==> src/rtl/alu_cmd_sequencer.sv <==
// Command sequencer for the 16-bit breadboard ALU: owns the 32-bit accumulator, drives the
// external combinational ALU, and runs signed div/mod on an internal restoring divider.
module alu_cmd_sequencer #(
    parameter int DATA_W = 16,
    parameter int RES_W  = 32
) (
    input  logic              clk,
    input  logic              rst_n,
    input  logic              cmd_valid,
    output logic              cmd_ready,
    input  logic [3:0]        cmd_op,
    input  logic [DATA_W-1:0] cmd_data,
    output logic [DATA_W-1:0] alu_a,
    output logic [DATA_W-1:0] alu_b,
    output logic [3:0]        alu_op,
    input  logic [RES_W-1:0]  alu_result,
    input  logic              alu_ovf,
    output logic              res_valid,
    input  logic              res_ready,
    output logic [RES_W-1:0]  res_data,
    output logic [1:0]        res_err,
    output logic              busy
);
    localparam int CNT_W = $clog2(DATA_W) + 1;
    localparam int EXT_W = RES_W - DATA_W;

    typedef enum logic [2:0] {
        S_IDLE,
        S_EXEC,
        S_DIV,
        S_FIX,
        S_DONE
    } state_t;

    typedef enum logic [3:0] {
        OP_ADD = 4'd0, OP_SUB, OP_MUL, OP_DIV, OP_MOD, OP_AND, OP_OR, OP_NAND,
        OP_NOR, OP_XOR, OP_XNOR, OP_NOT, OP_ONES, OP_CLEAR, OP_NOP, OP_ILLEGAL
    } op_t;

    state_t              state_q, state_d;
    logic [RES_W-1:0]    acc_q;
    logic [DATA_W-1:0]   a_q, b_q;
    op_t                 op_q;
    logic [1:0]          err_q;

    // Divider: quo_q starts as |A| and shifts out dividend bits while shifting in quotient bits.
    logic [DATA_W-1:0]   quo_q, dvs_q, rem_q;
    logic [CNT_W-1:0]    cnt_q;

    logic                cmd_is_div, b_is_zero, div_last, ovf_err;
    logic [DATA_W:0]     rem_shift, rem_trial;
    logic                take;
    logic [RES_W-1:0]    exec_result;
    logic [RES_W-1:0]    quo_ext, rem_ext, quo_signed, rem_signed;

    function automatic logic [DATA_W-1:0] magnitude(input logic [DATA_W-1:0] v);
        return v[DATA_W-1] ? (~v + DATA_W'(1)) : v;
    endfunction

    assign cmd_is_div = (cmd_op == OP_DIV) || (cmd_op == OP_MOD);
    assign b_is_zero  = (acc_q[DATA_W-1:0] == '0);
    assign div_last   = (cnt_q == CNT_W'(DATA_W - 1));
    assign ovf_err    = alu_ovf && ((op_q == OP_ADD) || (op_q == OP_SUB));

    assign alu_a    = a_q;
    assign alu_b    = b_q;
    assign alu_op   = op_q;
    assign res_data = acc_q;
    assign res_err  = err_q;

    // NOTE: every sequential block uses non-blocking assignments so all registers update
    // from the same pre-edge values regardless of evaluation order.
    always_ff @(posedge clk or negedge rst_n) begin
        if (!rst_n) begin
            state_q <= S_IDLE;
        end else begin
            state_q <= state_d;
        end
    end

    // NOTE: each output of this block gets a default before the case, so no path leaves
    // a signal unassigned and no latch is inferred.
    always_comb begin
        state_d   = state_q;
        cmd_ready = 1'b0;
        res_valid = 1'b0;
        busy      = 1'b1;
        case (state_q)
            S_IDLE: begin
                cmd_ready = 1'b1;
                busy      = 1'b0;
                if (cmd_valid) begin
                    if (cmd_is_div) begin
                        state_d = b_is_zero ? S_DONE : S_DIV;
                    end else if (cmd_op == OP_ILLEGAL) begin
                        state_d = S_DONE;
                    end else begin
                        state_d = S_EXEC;
                    end
                end
            end
            S_EXEC: state_d = S_DONE;
            S_DIV: begin
                if (div_last) begin
                    state_d = S_FIX;
                end
            end
            S_FIX: state_d = S_DONE;
            S_DONE: begin
                res_valid = 1'b1;
                if (res_ready) begin
                    state_d = S_IDLE;
                end
            end
            default: state_d = S_IDLE;
        endcase
    end

    // One restoring step: the trial subtraction's sign bit says whether the divisor fits.
    always_comb begin
        rem_shift = {1'b0, rem_q[DATA_W-2:0], quo_q[DATA_W-1]};
        if (rem_q[DATA_W-1]) begin
            rem_shift = {rem_q, quo_q[DATA_W-1]};
        end
        rem_trial = rem_shift - {1'b0, dvs_q};
        take      = ~rem_trial[DATA_W];
    end

    always_comb begin
        exec_result = alu_result;
        case (op_q)
            OP_ONES:  exec_result = '1;
            OP_CLEAR: exec_result = '0;
            OP_NOP:   exec_result = acc_q;
            default:  exec_result = alu_result;
        endcase
    end

    // Quotient is negated when operand signs differ; remainder follows the dividend's sign.
    always_comb begin
        quo_ext    = {{EXT_W{1'b0}}, quo_q};
        rem_ext    = {{EXT_W{1'b0}}, rem_q};
        quo_signed = (a_q[DATA_W-1] ^ b_q[DATA_W-1]) ? (~quo_ext + RES_W'(1)) : quo_ext;
        rem_signed = a_q[DATA_W-1] ? (~rem_ext + RES_W'(1)) : rem_ext;
    end

    always_ff @(posedge clk or negedge rst_n) begin
        if (!rst_n) begin
            acc_q <= '0;
            a_q   <= '0;
            b_q   <= '0;
            op_q  <= OP_ADD;
            err_q <= '0;
            quo_q <= '0;
            dvs_q <= '0;
            rem_q <= '0;
            cnt_q <= '0;
        end else begin
            case (state_q)
                S_IDLE: begin
                    if (cmd_valid) begin
                        a_q   <= cmd_data;
                        b_q   <= acc_q[DATA_W-1:0];
                        op_q  <= op_t'(cmd_op);
                        quo_q <= magnitude(cmd_data);
                        dvs_q <= magnitude(acc_q[DATA_W-1:0]);
                        rem_q <= '0;
                        cnt_q <= '0;
                        if (cmd_is_div && b_is_zero) begin
                            err_q <= 2'b10;
                        end else if (cmd_op == OP_ILLEGAL) begin
                            err_q <= 2'b11;
                        end else begin
                            err_q <= 2'b00;
                        end
                    end
                end
                S_EXEC: begin
                    acc_q <= exec_result;
                    err_q <= {1'b0, ovf_err};
                end
                S_DIV: begin
                    quo_q <= {quo_q[DATA_W-2:0], take};
                    rem_q <= take ? rem_trial[DATA_W-1:0] : rem_shift[DATA_W-1:0];
                    cnt_q <= cnt_q + CNT_W'(1);
                end
                S_FIX: begin
                    acc_q <= (op_q == OP_MOD) ? rem_signed : quo_signed;
                end
                default: begin
                end
            endcase
        end
    end

endmodule
==> config.mk <==
export PLATFORM = sky130hd
export DESIGN_NAME = alu_cmd_sequencer
export DESIGN_NICKNAME = d
export VERILOG_FILES = /design/src/rtl/alu_cmd_sequencer.sv
export SDC_FILE = /design/constraint.sdc
export NUM_CORES = 1
export LEC_CHECK = 0
export ABC_AREA = 1
export BUFFER_PORTS_ARGS = -buffer_cell sky130_fd_sc_hd__buf_2
export CORE_MARGIN = 10
export CORE_UTILIZATION = 28
export CTS_CLUSTER_DIAMETER = 40
export DETAILED_ROUTE_END_ITERATION = 16
export SETUP_SLACK_MARGIN = 0.5
export SLEW_MARGIN = 20
export SYNTH_ARGS = -nofsm -noshare
export SYNTH_HDL_FRONTEND = slang
export SYNTH_SLANG_ARGS = --single-unit
export TNS_END_PERCENT = 10
==> constraint.sdc <==
create_clock -name clk -period 3 [get_ports clk]
set_clock_uncertainty 0.05 [all_clocks]
set_input_delay 0.6 -clock clk [delete_from_list [all_inputs] [get_ports clk]]
set_output_delay 0.6 -clock clk [all_outputs]
set_load 0.01 [all_outputs]
==> results.md <==
- Core ar.: 0.0296 mm^2
- Mapped Nets: 1313
- DR DRC count: 0
- Synth cell types: 43
- Number of nets in the layout: 1428
- Asr flop ratio synth: 100%
- Tot Pwr: 12.0 mW
- Gr usage total: 15.2%
- Max Buffers Root-to-Sink: 2
- Largest area contributor in the netlist: dfrtp_1
- Die X-Extent: 193 um
- First-pass iteration count of the detailed router: 5
- Seq/Total Area, Yosys: 37.2%
- Syn Std Cell Area: 0.00841 mm^2
- Net Sw Power: 6.19 mW
- Top FF cell, synth: dfrtp_1
- Routed WL: 29400 um
- Internal power: 5.82 mW
- Synth Register Bits: 125
- Rel. slew slack: 57.8%
- CP endpoint kind: flop
- Hold Crit Class: input port to async pin
- Hold_buf cts: 0
- Worst Tran Pin Value: 633 ps
- Post-CTS setup buffer count: 0
- CTS tree: yes
- Final GP Congestion: 0.916
- Power share of the clock group: 17.2%
- First DRT Iteration DRCs: 717
- Worst hold slack: 149 ps
- Sw frac: 51.5%
- Post-synth EDFFs: 0
- MaxCap Viol Count: 0
- Synthesized area per cell: 6.83 um^2
- Final min period: 2350 ps
- GRT overflow: 0
- Detailed-route via count: 8471
- Setup CP Type: flop to flop
- Outcome: completed
- Startpoint types: flop
- Die ar.: 0.0374 mm^2
- Num ports: 130
- Initial Util: 28.4%
- Post-layout util: 34.0%
- Vias in the first global route: 8296
- HPWL after DPL: 22900 um
- Largest net degree at the start of global routing: 74
- Ys Warns: 0
- Vias per cell: 4.84
- Sink Count: 125
- Antenna Nets Post-Route: 0
- Final worst-path cycle share: 78.2%
- PortBufs: 129
- # setup viols final: 0
- CTS buffer count: 17
- RSZ-0062 raised after global routing: true
- Critical Path AT: 2620 ps
- Logic pwr share: 57.0%
- Setup TNS: 0 ps
- Peak Freq: 426 MHz
- First-pass GRT wire length: 46300 um
- Synth top area share: 37.2%
- Crit Path Max Fanout: 7
- Reg clk slew, reported paths: 70 ps
- Final Hold Fails: 0
- Layout area overhead: 19.6%
- Wire length per cell: 16.8 um
- Peak supply drop: 466 uV
- Most area-consuming cells after synthesis: dfrtp_1, nand2_1, nand3_1, inv_1, a21oi_1
- Die Ht: 193 um
- Final Max Tran Viols: 0
- Pwr/cell area: 1190 mW/mm^2
- CTS Root Cell: clkbuf_16
- Leakage: 5.26 nW
- Syn Inst Count: 1231
- Worst skew pair latency: 430 ps
- Worst EP required: 3270 ps
- FP Rows: 63
- H-tree depth: 4
- Sequential power share: 25.8%
- Initial antenna violation count: 1
- Layout cells sized above 1: 15.5%
[cells in the mapped netlist (12+ instances only)]
library cell  count
a21oi_1          67
buf_2            25
dfrtp_1         125
ha_1             24
inv_1           155
nand2_1         385
nand2_2          12
nand3_1         131
nor2_1           89
o21ai_0          65
o22ai_1          15
xor2_1           14
[final timing paths]
check / end / cells past startpoint / from / slack (ps)
max in group asynchronous: alu_a[14] / 2 / rst_n / 1970
min: res_data[30] / 1 / rst_n / 150
min in group clk: alu_op[3] / 3 / cmd_op[3] / 380
min reg2reg: alu_a[10] / 2 / alu_a[10] / 420
max reg2reg: rem_q[3] / 15 / quo_q[15] / 650
max: rem_q[3] / 15 / quo_q[15] / 650
[cell families (layout without fill, tap and decap cells)]
family	count (synthesis)	count (layout)	share of synthesized area (%)
flops	125	125	37.2
simple gates	661	662	33.5
fa+ha+maj	25	25	3.81
other cells	0	1	0
compound gates	193	193	13.3
buf+inv	210	337	10.4
xor+xnor	17	17	1.77
[cell type report]
class,count,area (um^2)
Antenna cell,1,2.50
Clock buffer,17,425
Clock inverter,15,166
Fill cell,3243,19600
Inverter,162,608
Multi-Input combinational cell,897,4470
Sequential cell,125,3130
Tap cell,390,488
Timing Repair Buffer,143,778
[state kept, by name (all words and copies together) (netlist names)]
name      flops
quo_q        16
dvs_q        15
alu_op        4
state_q       3
res_err       2
cnt_q         5
alu_a        16
rem_q        16
res_data     32
alu_b        16
[critical path, stage by stage, from the launching register on]
cell and delay [ps]:
dfrtp_1 400, inv_2 80, ha_1 220, fa_2 370, inv_1 110, nand2_1 50
nand2_1 70, nand3_1 100, nand2_2 110, nand2_2 110, nand2_4 120, nand2_2 130
nand2_4 130, nand2_1 70, nand3_1 70, nand2_1 50
[power by group through the flow]
stage | sequential, mW | clock (mW) | combinational, mW
after global routing | 3.19 | 2.17 | 7.68
final | 3.11 | 2.06 | 6.85
after global placement | 3.09 | 0 | 6.62
after CTS | 3.09 | 2.10 | 6.73
after detailed placement | 3.11 | 0 | 6.69
after floorplan | 3.13 | 0 | 4.55
[layer usage]
metal  part of all wire [%]  track usage [%]  wire, um  vias to the layer above
met1                     42             18.1     12400                     3939
met5                      0                0         0                        -
li1                       -                -         -                     4239
met2                     50             26.8     14800                      241
met4                    2.7             5.46       788                        0
met3                    5.0             2.73      1460                       52
[through the flow]
stage | cells | setup WS (ps) | cell area, um^2
final | 1750 | 653 | 10100
after global routing | 1750 | 445 | 10100
after CTS | 1748 | 481 | 10000
after detailed placement | 1716 | 497 | 9410
after global placement | 1716 | 546 | 9410
after floorplan | 1231 | 903 | 8410
[layout by cell type (no fill, tap or decap), drive strengths merged, types with 4 or more instances in the layout]
cell / instances
nand2: 398
inv: 171
buf: 143
nand3: 134
dfrtp: 125
nor2: 95
a21oi: 68
o21ai: 67
ha: 24
clkbuf: 17
o22ai: 16
xor2: 14
o211ai: 11
nand4: 11
o221ai: 11
nor3: 10
nand3b: 7
o21bai: 7
and2: 4
clkinv: 4
[what timing repair did]
| item | 4_1_cts | 5_1_grt |
|---|---|---|
| pin swaps | 0 | 1 |
| endpoints found under the setup margin | 5 | 21 |
| gates resized for setup | 1 | 10 |
| gates cloned | 0 | 1 |
(Power assumes the default switching activity.)
